`src/rtl/count_display_pkg.sv`:
```
// rtl/count_display_pkg.sv - shared constants, hex glyph table and scan FSM states
package count_display_pkg;

  localparam logic [6:0] SEG_OFF = 7'h7F;

  // Active-low {g,f,e,d,c,b,a}; b and d are lowercase glyphs
  localparam logic [6:0] HEX_SEG [16] = '{
    7'h40, 7'h79, 7'h24, 7'h30, 7'h19, 7'h12, 7'h02, 7'h78,
    7'h00, 7'h10, 7'h08, 7'h03, 7'h46, 7'h21, 7'h06, 7'h0E
  };

  typedef enum logic {
    BLANK = 1'b0,
    DRIVE = 1'b1
  } scan_state_t;

endpackage

```
`src/rtl/hex_to_7seg.sv`:
```
// rtl/hex_to_7seg.sv - combinational 4-bit to active-low 7-segment decoder
module hex_to_7seg
  import count_display_pkg::*;
(
  input  logic [3:0] hex,
  output logic [6:0] seg
);

  assign seg = HEX_SEG[hex];

endmodule

```
`src/rtl/count_display_scan.sv`:
```
// rtl/count_display_scan.sv - multiplexed 7-segment scan of a counter value, frame-snapshotted
// Optional macro LEAD_ZERO_BLANK_EN blanks digits above the most-significant nonzero nibble.
module count_display_scan
  import count_display_pkg::*;
#(
  parameter int Nbits       = 4,
  parameter int NDIG        = 4,
  parameter int REFRESH_DIV = 50000,
  parameter int BLANK_CYC   = 500
) (
  input  logic             clk,
  input  logic             rst,
  input  logic [Nbits-1:0] counter,
  output logic [6:0]       seg,
  output logic [NDIG-1:0]  an,
  output logic             frame
);

  localparam int SW  = $clog2(REFRESH_DIV);
  localparam int DW  = (NDIG > 1) ? $clog2(NDIG) : 1;
  localparam int SNW = 4 * NDIG;

  logic [SW-1:0]  slot_cnt;
  logic [DW-1:0]  dig;
  logic [SNW-1:0] snap;
  scan_state_t    state_q, state_d;
  logic           slot_wrap, dig_last;
  logic [3:0]     nib;
  logic [6:0]     dec_seg;
  logic           blank_dig;

  assign slot_wrap = (slot_cnt == SW'(REFRESH_DIV - 1));
  assign dig_last  = (dig == DW'(NDIG - 1));

  always_ff @(posedge clk) begin
    if (rst) begin
      slot_cnt <= '0;
      dig      <= '0;
      snap     <= '0;
    end else if (slot_wrap) begin
      slot_cnt <= '0;
      dig      <= dig_last ? '0 : dig + DW'(1);
      if (dig_last)
        snap <= SNW'(counter);
    end else begin
      slot_cnt <= slot_cnt + SW'(1);
    end
  end

  always_ff @(posedge clk) begin
    if (rst) state_q <= BLANK;
    else     state_q <= state_d;
  end

  // DRIVE begins on the cycle slot_cnt becomes BLANK_CYC
  always_comb begin
    state_d = state_q;
    if (slot_wrap)
      state_d = BLANK;
    else if (slot_cnt == SW'(BLANK_CYC - 1))
      state_d = DRIVE;
  end

  always_comb begin
    nib = '0;
    for (int i = 0; i < NDIG; i++)
      if (dig == DW'(i)) nib = snap[4*i +: 4];
  end

`ifdef LEAD_ZERO_BLANK_EN
  logic [DW-1:0] msd;
  always_comb begin
    msd = '0;
    for (int i = 0; i < NDIG; i++)
      if (snap[4*i +: 4] != 4'h0) msd = DW'(i);
  end
  assign blank_dig = (dig > msd);
`else
  assign blank_dig = 1'b0;
`endif

  hex_to_7seg u_dec (
    .hex (nib),
    .seg (dec_seg)
  );

  always_ff @(posedge clk) begin
    if (rst) begin
      an    <= '1;
      seg   <= SEG_OFF;
      frame <= 1'b0;
    end else begin
      frame <= slot_wrap && dig_last;
      if (state_q == DRIVE) begin
        an  <= ~(NDIG'(1) << dig);
        seg <= blank_dig ? SEG_OFF : dec_seg;
      end else begin
        an  <= '1;
        seg <= SEG_OFF;
      end
    end
  end

endmodule

```
`config.mk`:
```
export PLATFORM = sky130hd
export DESIGN_NAME = count_display_scan
export DESIGN_NICKNAME = d
export VERILOG_FILES = /design/src/rtl/count_display_pkg.sv /design/src/rtl/hex_to_7seg.sv /design/src/rtl/count_display_scan.sv
export SDC_FILE = /design/constraint.sdc
export NUM_CORES = 1
export LEC_CHECK = 0
export CORE_ASPECT_RATIO = 0.8
export CORE_MARGIN = 8
export CORE_UTILIZATION = 52
export CTS_BUF_LIST = sky130_fd_sc_hd__clkbuf_8
export CTS_CLUSTER_DIAMETER = 150
export CTS_CLUSTER_SIZE = 16
export DETAILED_ROUTE_END_ITERATION = 16
export GPL_ROUTABILITY_DRIVEN = 0
export GPL_TIMING_DRIVEN = 0
export PLACE_DENSITY_LB_ADDON = 0.1
export SLEW_MARGIN = 5
export SYNTH_ARGS = -nofsm -noshare
export SYNTH_HDL_FRONTEND = slang
export SYNTH_SLANG_ARGS = --single-unit
```
`constraint.sdc`:
```
create_clock -name clk -period 2.3 [get_ports clk]
set_input_delay 0.345 -clock clk [delete_from_list [all_inputs] [get_ports clk]]
set_output_delay 0.345 -clock clk [all_outputs]
set_load 0.01 [all_outputs]
```
==> reports/metrics.cfg <==
[yosys]
syn_inst=183
synth_seq_cells=35
synth-edff-count=0
synthArstFlopShare=0
ys_warn_count=0
synth_area_sq_mm=0.00168
syn_nets=200
yosysSeqAreaShare=0.418
synthFlopType=dfxtp_1
ys_types=39
synth_area_per_cell_sq_um=9.16

[run]
cap_violations=0

[sta]
tightest_slew_ns=0.503
timing.final.crit_share=0.944
post-route-min-period_ns=2.17
hold_ws_ns=0.359
finalSetupTns_ns=0
setup_viol=0
rsz0062_at_grt=false
finalClockSkew_ns=0.00601
max_clock_freq_mhz=461
slew_viol_final=0
finalHoldViolations=0
slew_headroom=0.662
worst_slack_ns=0.128

[critical_path]
path_max_fanout=5
cp.required_ns=2.44
endpoint_kind=register
slowest_delay_ns=0.40
start_kind=register
crit_slowest_cell=nor4b_4
path_cells=inv_1 > ha_2 > nor4b_4 > nand2_2 > ha_1 > o41ai_1 > o21ai_0
arrival_ns=2.31
criticalPathCategory=register to register

[global_routing]
grt_pass1_wl_microns=6110
antenna_found_initial=0
overflow=0
grt_use_total=0.145
grt_pass1_vias=1334
grt_max_degree=11

[cts]
clk-insertion-delay-late_ns=0.28
htree_levels=2
cts_hold_buf=0
clockBufferDepth=2
cts_buffers=5
clkSinkCount=35
cts_tree=yes
cts.clk_slew.worst_paths_ns=0.07
cts-root-buf=clkbuf_8

[floorplan]
core_sq_mm=0.00309
io_pins=18
row_count=18
fp.dieW_microns=79.5
die_height_microns=66.8
initial_core_util=0.543
fp.dieArea_sq_mm=0.00531

[final_layout]
fillers=255
n_antenna_cell=0
layout.nets=226
area_growth_pct=20.1
final_area_sq_mm=0.00201
final_cell_mix=nor2_1 (34), dfxtp_1 (34), clkdlybuf4s50_1 (16)
multi_input_area_sq_um=912
drive_gt1_frac=0.110
fin_util=0.652
register_area_sq_um=702

[placement]
place_hpwl_microns=2560
dpl_cell_area_sq_mm=0.00190
placement.io_buffers=16
dp_slack_ns=-0.219

[drt]
wire_per_inst_microns=14.0
vias_per_cell=5.38
antenna_left=0
drtIter0Drc=98
via_count=1346
drt-total-wl_microns=3510
drc=0
dr.pass1.iters=4

[power]
p_leak_nw=0.719
power_density_mw_per_mm2=524
vdd_drop_max_mv=0.463

[min_path]
hp-class=input port to register

[status]
outcome=completed

-- cells in the mapped netlist (all sizes together), types with 4 or more instances --
library cell  instances  area (sq um)
nor4                  5          61.3
inv                  10          37.5
dfxtp                35           701
nor2                 34           128
nand3                 8          40.0
ha                   11           138
xnor2                13           114
nor3                  5          25.0
a31oi                 4          25.0
nand2                13          48.8
mux2i                 7          70.1
o21ai                 6          30.0
nand4                 4          25.0
-- metal layers --
metal	wire, microns	global-route usage	vias to the layer above
li1	-	-	683
met1	1810	0.194	626
met2	1490	0.217	35
met3	178	0.0444	2
met4	21	0.0415	0
met5	0	0	-
-- power breakdown --
group / switching [W] / internal [W]
registers: 0.00000478 / 0.000610
clock network: 0.000207 / 0.000203
logic: 0.0000131 / 0.0000168
total: 0.000225 / 0.000831
-- worst max-delay path, delay by kind of cell, from the launching register on --
family	cells	cell delay, ns
adders and majority gates	2	0.50
DFF	1	0.37
AOI/OAI and AO/OA	2	0.53
buffers and inverters	1	0.07
and+or+nand+nor	2	0.55
-- through the flow --
stage / cells / total power, W
after floorplan: 183 / 0.000647
after global placement: 239 / 0.000658
after detailed placement: 239 / 0.000660
after CTS: 248 / 0.00107
after global routing: 250 / 0.00110
final: 250 / 0.00106
-- flip-flops by register name (all words and copies together) (netlist names) --
| signal | count |
|---|---|
| frame | 1 |
| seg | 7 |
| dig | 2 |
| snap | 4 |
| state_q | 1 |
| slot_cnt | 16 |
| an | 4 |
-- logic make-up after synthesis --
| kind of cell | count (synthesis) | share of synthesized area |
|---|---|---|
| XOR/XNOR | 14 | 0.0731 |
| AND/OR/NAND/NOR | 78 | 0.244 |
| flip-flops | 35 | 0.418 |
| multiplexers | 8 | 0.0485 |
| adder cells (fa/ha/maj) | 11 | 0.0821 |
| AO/OA/AOI/OAI | 21 | 0.0836 |
| buffers and inverters | 16 | 0.0507 |
-- path summary, 6_finish.rpt --
check	startpoint	end	slack, ns	cells after the start
setup / recovery	dig[0]	seg[0]	0.13	7
hold / removal	rst	dig[0]	0.36	2
hold reg to reg	slot_cnt[0]	slot_cnt[0]	0.47	1
setup reg to reg	dig[0]	seg[0]	0.13	7
-- timing repair --
| item | in CTS | in global routing |
|---|---|---|
| setup endpoints to repair | 5 | 4 |
| pin swaps | 1 | 2 |
| gates resized for setup | 0 | 6 |
| setup buffers | 1 | 2 |
-- area by class of cell --
type,instances,area share
buffer,6,0.0236
clock buffer,5,0.0342
clock inverter,3,0.00622
inverter,10,0.0186
multi-input combinational,132,0.453
sequential,35,0.349
tap,40,0.0249
timing repair buffer,19,0.0907
No activity file was read; power rests on OpenSTA's default activity.
